`src/rtl/a5_1_keystream_ctrl.sv`:
```
// a5_1_keystream_ctrl
// Sequencer for the three A5/1 LFSRs (X 19b, Y 22b, Z 23b): issues the key
// load strobe, runs the majority-clocked warm-up, then packs the keystream
// (XOR of the three MSBs) MSB-first into bytes and hands them out over a
// valid/ready stream. Stepping stalls under back-pressure so no bit is lost.
// Optional build macro: A51_FORCE_STEP_EN adds input force_step which, while
// high on a step cycle, forces all three trig outputs high.
module a5_1_keystream_ctrl #(
  parameter int WARMUP_STEPS = 100,
  parameter int CNT_W        = 16
) (
  input  logic             clk,
  input  logic             rst_n,
  input  logic             start,
  input  logic [CNT_W-1:0] num_bytes,
  input  logic             abort,
  output logic             ld_key,
  output logic             x_trig,
  output logic             y_trig,
  output logic             z_trig,
  input  logic             x_maj,
  input  logic             y_maj,
  input  logic             z_maj,
  input  logic             x_out,
  input  logic             y_out,
  input  logic             z_out,
  output logic [7:0]       ks_data,
  output logic             ks_valid,
  input  logic             ks_ready,
  output logic             busy,
  output logic             done
`ifdef A51_FORCE_STEP_EN
  ,
  input  logic             force_step
`endif
);

  localparam int WARM_W = (WARMUP_STEPS > 1) ? $clog2(WARMUP_STEPS) : 1;

  typedef enum logic [2:0] {
    S_IDLE  = 3'd0,
    S_LOAD  = 3'd1,
    S_WARM  = 3'd2,
    S_RUN   = 3'd3,
    S_DRAIN = 3'd4
  } state_e;

  // Majority of the three clocking bits.
  function automatic logic maj3(input logic a, input logic b, input logic c);
    return (a & b) | (a & c) | (b & c);
  endfunction

  // Keystream bit: parity of the three register MSBs.
  function automatic logic ks_bit(input logic a, input logic b, input logic c);
    return a ^ b ^ c;
  endfunction

  state_e           state_q, state_d;
  logic [CNT_W-1:0] num_q, num_d;       // requested byte count
  logic [CNT_W-1:0] prod_q, prod_d;     // bytes fully assembled
  logic [CNT_W-1:0] acpt_q, acpt_d;     // bytes accepted by the consumer
  logic [WARM_W-1:0] warm_q, warm_d;    // warm-up step counter
  logic             step_en_q, step_en_d;
  logic [7:0]       acc_q, acc_d;       // bit accumulator, newest bit in [0]
  logic [3:0]       bit_cnt_q, bit_cnt_d;
  logic [7:0]       data_q, data_d;     // output byte register
  logic             valid_q, valid_d;
  logic             ld_key_q, ld_key_d;
  logic             busy_q, busy_d;
  logic             done_q, done_d;

  logic maj_s;
  logic hs_s;
  logic out_free_s;
  logic acc_full_s;
  logic stall_s;
  logic step_s;
  logic capture_s;
  logic force_s;
  logic bit_s;
  logic [7:0] shifted_s;
  logic byte_done_s;
  logic [CNT_W-1:0] prod_inc_s;
  logic [CNT_W-1:0] acpt_inc_s;

`ifdef A51_FORCE_STEP_EN
  assign force_s = force_step;
`else
  assign force_s = 1'b0;
`endif

  // Step qualification: a step happens when enabled and not back-pressured.
  always_comb begin
    maj_s      = maj3(x_maj, y_maj, z_maj);
    bit_s      = ks_bit(x_out, y_out, z_out);
    hs_s       = valid_q & ks_ready;
    out_free_s = ~valid_q | ks_ready;
    acc_full_s = (bit_cnt_q == 4'd8);
    stall_s    = acc_full_s & valid_q & ~ks_ready;
    step_s     = step_en_q & ~stall_s;
    capture_s  = step_s & (state_q == S_RUN);
    prod_inc_s = prod_q + CNT_W'(1);
    acpt_inc_s = acpt_q + CNT_W'(1);
  end

  assign x_trig   = step_s & (force_s | (x_maj == maj_s));
  assign y_trig   = step_s & (force_s | (y_maj == maj_s));
  assign z_trig   = step_s & (force_s | (z_maj == maj_s));
  assign ld_key   = ld_key_q;
  assign ks_data  = data_q;
  assign ks_valid = valid_q;
  assign busy     = busy_q;
  assign done     = done_q;

  // Next-state logic: byte packing, output register, counters and FSM.
  always_comb begin
    state_d     = state_q;
    num_d       = num_q;
    prod_d      = prod_q;
    acpt_d      = acpt_q;
    warm_d      = warm_q;
    step_en_d   = step_en_q;
    acc_d       = acc_q;
    bit_cnt_d   = bit_cnt_q;
    data_d      = data_q;
    valid_d     = valid_q;
    done_d      = 1'b0;
    byte_done_s = 1'b0;
    shifted_s   = {acc_q[6:0], bit_s};

    // A handshake empties the output register unless a byte lands below.
    if (hs_s) begin
      valid_d = 1'b0;
      acpt_d  = acpt_inc_s;
    end else begin
      valid_d = valid_q;
      acpt_d  = acpt_q;
    end

    if (acc_full_s && out_free_s) begin
      // Parked byte moves out; a bit captured now starts the next byte.
      data_d  = acc_q;
      valid_d = 1'b1;
      if (capture_s) begin
        acc_d     = {7'd0, bit_s};
        bit_cnt_d = 4'd1;
      end else begin
        acc_d     = 8'd0;
        bit_cnt_d = 4'd0;
      end
    end else if (capture_s) begin
      if (bit_cnt_q == 4'd7) begin
        byte_done_s = 1'b1;
        if (out_free_s) begin
          data_d    = shifted_s;
          valid_d   = 1'b1;
          acc_d     = 8'd0;
          bit_cnt_d = 4'd0;
        end else begin
          acc_d     = shifted_s;
          bit_cnt_d = 4'd8;
        end
      end else begin
        acc_d     = shifted_s;
        bit_cnt_d = bit_cnt_q + 4'd1;
      end
    end else begin
      acc_d     = acc_q;
      bit_cnt_d = bit_cnt_q;
    end

    if (byte_done_s) begin
      prod_d = prod_inc_s;
    end else begin
      prod_d = prod_q;
    end

    case (state_q)
      S_IDLE: begin
        if (start) begin
          if (num_bytes != {CNT_W{1'b0}}) begin
            state_d = S_LOAD;
            num_d   = num_bytes;
            prod_d  = {CNT_W{1'b0}};
            acpt_d  = {CNT_W{1'b0}};
            warm_d  = {WARM_W{1'b0}};
          end else begin
            done_d = 1'b1;
          end
        end else begin
          state_d = S_IDLE;
        end
      end
      S_LOAD: begin
        state_d   = S_WARM;
        step_en_d = 1'b1;
      end
      S_WARM: begin
        if (warm_q == WARM_W'(WARMUP_STEPS - 1)) begin
          state_d = S_RUN;
          warm_d  = {WARM_W{1'b0}};
        end else begin
          warm_d = warm_q + WARM_W'(1);
        end
      end
      S_RUN: begin
        // The last byte is assembled: stop stepping and wait for it to drain.
        if (byte_done_s && (prod_inc_s == num_q)) begin
          state_d   = S_DRAIN;
          step_en_d = 1'b0;
        end else begin
          state_d = S_RUN;
        end
      end
      S_DRAIN: begin
        if (hs_s && (acpt_inc_s == num_q)) begin
          state_d = S_IDLE;
          done_d  = 1'b1;
        end else begin
          state_d = S_DRAIN;
        end
      end
      default: begin
        state_d   = S_IDLE;
        step_en_d = 1'b0;
      end
    endcase

    // Abort beats everything, including a simultaneous start.
    if (abort) begin
      state_d   = S_IDLE;
      step_en_d = 1'b0;
      acc_d     = 8'd0;
      bit_cnt_d = 4'd0;
      data_d    = 8'd0;
      valid_d   = 1'b0;
      done_d    = 1'b0;
    end else begin
      state_d = state_d;
    end

    ld_key_d = (state_d == S_LOAD);
    busy_d   = (state_d != S_IDLE);
  end

  // State and datapath registers.
  always_ff @(posedge clk or negedge rst_n) begin
    if (!rst_n) begin
      state_q   <= S_IDLE;
      num_q     <= {CNT_W{1'b0}};
      prod_q    <= {CNT_W{1'b0}};
      acpt_q    <= {CNT_W{1'b0}};
      warm_q    <= {WARM_W{1'b0}};
      step_en_q <= 1'b0;
      acc_q     <= 8'd0;
      bit_cnt_q <= 4'd0;
      data_q    <= 8'd0;
      valid_q   <= 1'b0;
      ld_key_q  <= 1'b0;
      busy_q    <= 1'b0;
      done_q    <= 1'b0;
    end else begin
      state_q   <= state_d;
      num_q     <= num_d;
      prod_q    <= prod_d;
      acpt_q    <= acpt_d;
      warm_q    <= warm_d;
      step_en_q <= step_en_d;
      acc_q     <= acc_d;
      bit_cnt_q <= bit_cnt_d;
      data_q    <= data_d;
      valid_q   <= valid_d;
      ld_key_q  <= ld_key_d;
      busy_q    <= busy_d;
      done_q    <= done_d;
    end
  end

endmodule

```
`config.mk`:
```
export PLATFORM = sky130hd
export DESIGN_NAME = a5_1_keystream_ctrl
export DESIGN_NICKNAME = d
export VERILOG_FILES = /design/src/rtl/a5_1_keystream_ctrl.sv
export SDC_FILE = /design/constraint.sdc
export NUM_CORES = 1
export LEC_CHECK = 0
export BUFFER_PORTS_ARGS = -buffer_cell sky130_fd_sc_hd__buf_4
export CORE_MARGIN = 3
export CORE_UTILIZATION = 35
export DETAILED_ROUTE_END_ITERATION = 7
export GPL_TIMING_DRIVEN = 0
export SKIP_LAST_GASP = 1
export SYNTH_ARGS = -nofsm -noshare
export SYNTH_HDL_FRONTEND = slang
export SYNTH_SLANG_ARGS = --single-unit
```
`constraint.sdc`:
```
create_clock -name clk -period 6.6 [get_ports clk]
set_clock_uncertainty 0.05 [all_clocks]
set_input_delay 0.33 -clock clk [delete_from_list [all_inputs] [get_ports clk]]
set_output_delay 0.33 -clock clk [all_outputs]
set_load 0.1 [all_outputs]
```
==> results of run 1 <==
-- sequential cells by signal, indices dropped and copies added, names as in the netlist --
register   cells
bit_cnt_q      4
num_q         16
done           1
acc_q          8
state_q        3
step_en_q      1
warm_q         7
ld_key         1
acpt_q        16
prod_q        16
ks_valid       1
ks_data        8
busy           1
-- layer usage --
metal | track usage (%) | share of wire [%] | up-vias
li1 | - | - | 2046
met1 | 22.34 | 48 | 2067
met2 | 24.32 | 46 | 87
met3 | 3.705 | 4.4 | 12
met4 | 5.237 | 1.3 | 0
met5 | 0 | 0 | -
-- synthesized netlist by cell type, types with 3 or more instances --
cell type,instances
mux2_2,18
clkbuf_1,19
or3_1,7
a21oi_1,15
nand3_1,25
o31ai_1,9
dfrtp_1,83
nor3_1,16
nand2b_1,7
nor2b_1,6
xnor2_1,39
nand4_1,15
nor2_1,63
buf_4,4
inv_1,11
and4_1,5
ha_1,5
and3_1,6
buf_6,3
o21ai_0,18
buf_2,7
nand2_1,38
or2_1,3
mux2i_1,7
a211oi_1,6
a22o_1,9
xor2_1,31
a31oi_1,4
nor3b_1,10
nor4_1,8
-- power by group through the flow --
stage          registers (W)  clock network, W  logic, W
2_1_floorplan       0.000577                 0  0.000160
3_3_place_gp        0.000574                 0  0.000231
3_5_place_dp        0.000575                 0  0.000237
6_report            0.000566          0.000514  0.000237
4_1_cts             0.000566          0.000532  0.000238
5_1_grt             0.000570          0.000550  0.000260
-- worst max-delay path by stage --
stage	end	slack, ps	cells after the start
after CTS	acpt_q[8]	3490	6
after global placement	acpt_q[2]	3410	6
after global routing	acpt_q[8]	3220	6
after floorplan	x_trig	2820	3
after detailed placement	acpt_q[8]	3520	6
final	acpt_q[8]	3500	6
-- logic make-up (layout without fill, tap and decap cells) --
| logic type | Yosys count | in the layout |
|---|---|---|
| and+or+nand+nor | 229 | 229 |
| AOI/OAI and AO/OA | 87 | 87 |
| DFF | 83 | 83 |
| xor gates and xnor gates | 70 | 70 |
| buffers and inverters | 45 | 102 |
| muxes | 25 | 25 |
| adders and majority gates | 5 | 5 |
-- stage by stage --
| stage | setup slack (ps) | hold WS [ps] |
|---|---|---|
| floorplan | 2819 | -15.59 |
| global placement | 3406 | 419.1 |
| detailed placement | 3524 | 421.9 |
| CTS | 3495 | 159.5 |
| global route | 3222 | 170.5 |
| finish | 3502 | 94.86 |
-- area by class of cell --
cell class / count / share of cell area [%]
repair buffers: 41 / 5.189
clock inverters: 7 / 1.287
well taps: 180 / 3.797
plain buffers: 34 / 2.932
inverters: 11 / 0.6961
multi-input cells: 416 / 47.29
flip-flops and latches: 83 / 35.01
clock buffers: 9 / 3.797
-- worst reg2reg max path: stages (launching register included) --
cell      delay, ps
dfrtp_1         430
or2_0           230
clkbuf_1        180
nor3_1          790
clkbuf_1        650
buf_1           510
nor2_1          120
==> results.py, run 1 <==
metrics = {
    "floorplanning": {
        "core_area_um2": 14040,
        "start_util_pct": 36.30,
        "pin_count": 42,
        "die_area_um2": 16050,
        "rows": 43,
        "die_x_um": 126.7,
        "die_y_um": 126.7,
    },
    "finish": {
        "drive_gt1_share_pct": 16.64,
        "utilization_pct": 42.24,
        "stdcell_area_um2": 5932,
        "ff_latch_area_um2": 2077,
        "syn2layout_area_growth_pct": 16.37,
        "nets": 628,
        "final_common_cell": "dfrtp_1",
        "multiInputGateArea_um2": 2805,
        "final_cell_mix": "dfrtp_1 (83), nor2_1 (63), buf_4 (45)",
        "stdcell_count": 781,
        "antenna-diode-count": 0,
        "num-fill-cells": 1364,
    },
    "worst_setup_path": {
        "cp-startpoint": "state_q[1]",
        "cpLargestDelayFamily": "buffers and inverters",
        "crit_arrival_ps": 3250,
        "worst-setup-path-type": "reg2reg",
        "critical_path.max_fanout": 10,
        "crit_path_cell_trace": "or2_0 > clkbuf_1 > nor3_1 > clkbuf_1 > buf_1 > nor2_1",
        "r2r_cells": 6,
        "path_common_cell": "clkbuf_1",
        "setup.worst_path.start_class": "flop",
        "rr_endpoint": "acpt_q[8]",
        "max_stage_delay_ps": 790,
        "r2r_start": "state_q[1]",
        "endpoint_kind": "flop",
        "required_ps": 6760,
        "cpMaxStageDelayCell": "nor3_1",
        "worstPathBufferInverterCount": 3,
        "rrSetupSlack_ps": 3500,
    },
    "logic_synthesis": {
        "yosysWarnings": 0,
        "synth_async_sr_flop_share_pct": 100.0,
        "synth_area_leader_cell": "dfrtp_1",
        "syn_avg_cell_area_um2": 9.370,
        "synth_fp_nets": 576,
        "synthAdderAreaFrac_pct": 1.227,
        "synth_top_area_share_pct": 40.75,
        "synth_compound_area_share_pct": 11.73,
        "yosysUniqueCellTypes": 68,
        "yosys-mux-area-fraction_pct": 5.351,
        "synth_simple_gate_area_share_pct": 24.69,
        "yosysSeqAreaShare_pct": 40.75,
        "synth_seq_cells": 83,
        "synth_edf_count": 0,
        "synthCells": 544,
        "synth-main-ff-cell": "dfrtp_1",
        "synth_top_family_by_area": "simple AND/OR/NAND/NOR gates",
        "synth_area_um2": 5097,
        "synth_area_leaders": "dfrtp_1 (41%), xnor2_1 (6.7%), xor2_1 (5.3%), nor2_1 (4.6%), mux2_2 (4.0%)",
        "synth_xor_area_share_pct": 12.03,
    },
    "cts": {
        "clkTransAtPathRegs_ps": 70,
        "cts_tree": "done",
        "clock_latency_ps": 350,
        "cts-resized-gates": 0,
        "cts_root_buf": "clkbuf_16",
        "holdBufCountCts": 0,
        "cts-buffers-inserted": 9,
        "postCtsSetupBuffers": 0,
        "htreeDepth": 3,
        "clockBufferDepth": 2,
        "clkSinkCount": 83,
    },
    "routing": {
        "vias": 4212,
        "via_per_inst": 5.393,
        "drtAntennaViolNets": 0,
        "wirelength_mm": 12.34,
        "drc": 0,
        "wl_per_cell_um": 15.80,
        "drtIter0Drc": 225,
        "firstDrtPassIters": 4,
    },
    "power": {
        "comb_power_share_pct": 18.0,
        "power_per_cell_area_nw_per_um2": 222.1,
        "p_sw_share_pct": 30.07,
        "finalPower_w": 0.001318,
        "power.share.sequential_pct": 43.0,
        "ir_drop_v": 0.0001217,
        "clockPowerShare_pct": 39.0,
        "cellInternalPower_w": 0.0009214,
        "leakage_nw": 2.460,
        "switchingPower_w": 0.0003962,
    },
    "sta": {
        "finalSetupViolations": 0,
        "min_period_over_period_pct": 46.94,
        "finalMaxSlewViolations": 0,
        "timing.fmax_ghz": 0.3228,
        "setup_tns_ps": 0,
        "hold_violations": 0,
        "relSlewSlack_pct": 27.06,
        "tightest_slew_ps": 1094,
        "period_needed_ps": 3098,
        "rsz0062_at_grt": "no",
    },
    "global_routing": {
        "grt_pass1_vias": 4174,
        "grt_start_max_net_pins": 84,
        "grt-ovfl-total": 0,
        "antenna_found_initial": 0,
        "grt_first_pass_wirelength_mm": 20.82,
        "grt_use_total_pct": 15.93,
    },
    "placement": {
        "dpl_cell_area_um2": 5630,
        "gp_congestion": 0.8659,
        "placed_cells": 765,
        "hpwl_mm": 8.978,
        "port_buffers": 41,
    },
    "run_status": {
        "status": "completed",
    },
    "job": {
        "drv_cap": 0,
    },
    "worst_hold_path": {
        "hold_path_class": "in2async",
    },
}
No activity file was read; power rests on OpenSTA's default activity.
==> run 2: changes to the inputs <==
- clock period: 6.6 -> 3.14 ns (I/O delays scaled with it)
==> run 2 against run 1 <==
Against the previous run:
- the run now ends with hold timing left
- critical path depth unchanged
- sequential cell count unchanged
- setup slack got worse by 3200 ps
- sequential power increased by 110%
- clock power increased by 110%
- worst hold slack got worse by 170 ps
- final area increased by 2.4%
- highest routed layer unchanged
==> results.py, run 2 (synthesis results as in run 1) <==
metrics = {
    "cts": {
        "clockBufferDepth": 2,
        "clkSinkCount": 83,
        "cts_root_buf": "clkbuf_16",
        "cts_tree": "done",
        "htreeDepth": 3,
        "postCtsSetupBuffers": 0,
        "clkTransAtPathRegs_ps": 70,
        "clock_latency_ps": 350,
        "cts-buffers-inserted": 9,
    },
    "global_routing": {
        "grt-ovfl-total": 0,
        "antenna_found_initial": 0,
        "grt_use_total_pct": 16.11,
        "grt_pass1_vias": 4244,
        "grt_use_met2_pct": 24.84,
        "met1_usage_pct": 22.53,
        "grt-busiest-layer": "met2",
        "grt_start_max_net_pins": 84,
        "globalRouteMet3Util_pct": 3.579,
        "grt_first_pass_wirelength_mm": 21.06,
    },
    "job": {
        "drv_cap": 0,
    },
    "finish": {
        "final_cell_mix": "dfrtp_1 (83), nor2_1 (63), buf_4 (45)",
        "drive_gt1_share_pct": 16.42,
        "stdcell_area_um2": 6077,
        "nets": 642,
        "antenna-diode-count": 0,
        "reg.largest.list": "acpt_q: 16 flops, num_q: 16 flops, prod_q: 16 flops",
        "stdcell_count": 795,
        "syn2layout_area_growth_pct": 19.22,
        "final_common_cell": "dfrtp_1",
    },
    "sta": {
        "timing.fmax_ghz": 0.3518,
        "rsz0062_at_grt": "no",
        "hold_slack_ps": -73.03,
        "hold_violations": 42,
        "finalMaxSlewViolations": 0,
        "min_period_over_period_pct": 90.53,
        "period_needed_ps": 2843,
        "relSlewSlack_pct": 27.26,
        "tightest_slew_ps": 1091,
        "finalSetupViolations": 0,
        "setup_tns_ps": 0,
    },
    "worst_setup_path": {
        "r2r_cells": 6,
        "rrSetupSlack_ps": 300,
        "rr_endpoint": "acpt_q[8]",
        "r2r_start": "state_q[1]",
        "critical_path_depth": 6,
        "critical_path.max_fanout": 10,
        "cpLargestDelayFamily": "buffers and inverters",
        "worst-setup-path-type": "reg2reg",
        "max_stage_delay_ps": 640,
        "cpMaxStageDelayCell": "clkbuf_1",
        "setup.worst_path.start_class": "flop",
        "crit_arrival_ps": 2990,
        "worstPathBufferInverterCount": 3,
        "crit_path_cell_trace": "or2_0 > clkbuf_1 > nor3_2 > clkbuf_1 > buf_1 > nor2_1",
        "endpoint_kind": "flop",
        "required_ps": 3290,
        "path_common_cell": "clkbuf_1",
    },
    "routing": {
        "drtAntennaViolNets": 0,
        "vias": 4277,
        "wirelength_mm": 12.47,
        "via_per_inst": 5.380,
        "drtIter0Drc": 217,
        "drc": 0,
        "firstDrtPassIters": 5,
        "wl_per_cell_um": 15.69,
    },
    "power": {
        "power_per_cell_area_nw_per_um2": 457.9,
        "leakage_nw": 2.520,
        "ir_drop_v": 0.0002509,
    },
    "placement": {
        "dpl_cell_area_um2": 5630,
        "gp_congestion": 0.8659,
        "hpwl_mm": 8.978,
        "port_buffers": 41,
        "placed_cells": 765,
    },
    "floorplanning": {
        "rows": 43,
        "die_y_um": 126.7,
        "core_area_um2": 14040,
        "start_util_pct": 36.30,
        "die_x_um": 126.7,
        "pin_count": 42,
        "die_area_um2": 16050,
    },
    "run_status": {
        "violations": "hold timing",
        "status": "finished, violations left",
    },
    "worst_hold_path": {
        "hold_path_class": "in2async",
    },
}
[run 2: cell count changes in the layout (fill, tap and decap cells not counted)]
cell and change:
nor3_1 -1, nor3_2 +1, dlygate4sd3_1 +14
[run 2: cell type report]
cell class                 instances  area [um2]
tap                              180       225.2
clock buffer                       9       225.2
sequential                        83        2077
clock inverter                     7       76.32
timing repair buffer              55       447.9
inverter                          11       41.29
multi-input combinational        416        2810
fill                            1347        7965
buffer                            34       173.9
[run 2: worst reg2reg max path, stage by stage, from the launching register on]
cell and delay, ps:
dfrtp_1 430, or2_0 230, clkbuf_1 180, nor3_2 530, clkbuf_1 640, buf_1 520, nor2_1 120
[run 2: worst max-delay path by stage]
stage,from,end
after floorplan,ks_valid,x_trig
after global placement,state_q[1],acpt_q[2]
after detailed placement,state_q[1],acpt_q[8]
after CTS,state_q[1],acpt_q[8]
after global routing,state_q[1],acpt_q[8]
final,state_q[1],acpt_q[8]
[run 2: through the flow]
step,util [%],worst slack [ps],total power (W)
after global placement,40.10,-53.63,0.001692
after global routing,43.28,100.3,0.002917
after detailed placement,40.10,64.36,0.001706
after CTS,43.24,34.97,0.002823
after floorplan,-,-468.2,0.001549
final,43.28,297.5,0.002783
[run 2: metal layers]
metal	up-vias	share of wire (%)
met1	2109	48
li1	2068	-
met2	88	46
met3	12	4.1
met4	0	1.3
met5	-	0
[run 2: report_power, final]
part	total (W)	switching [W]	internal, W
sequential	0.00119	0.0000681	0.00112
clock	0.00108	0.000458	0.000620
combinational	0.000515	0.000308	0.000206
[run 2: what timing repair did]
| item | 4_1_cts | 5_1_grt |
|---|---|---|
| endpoints found under the hold margin | 14 | 0 |
| gates resized for setup | 0 | 1 |
| hold buffers | 14 | 0 |
| endpoints found under the setup margin | 0 | 30 |
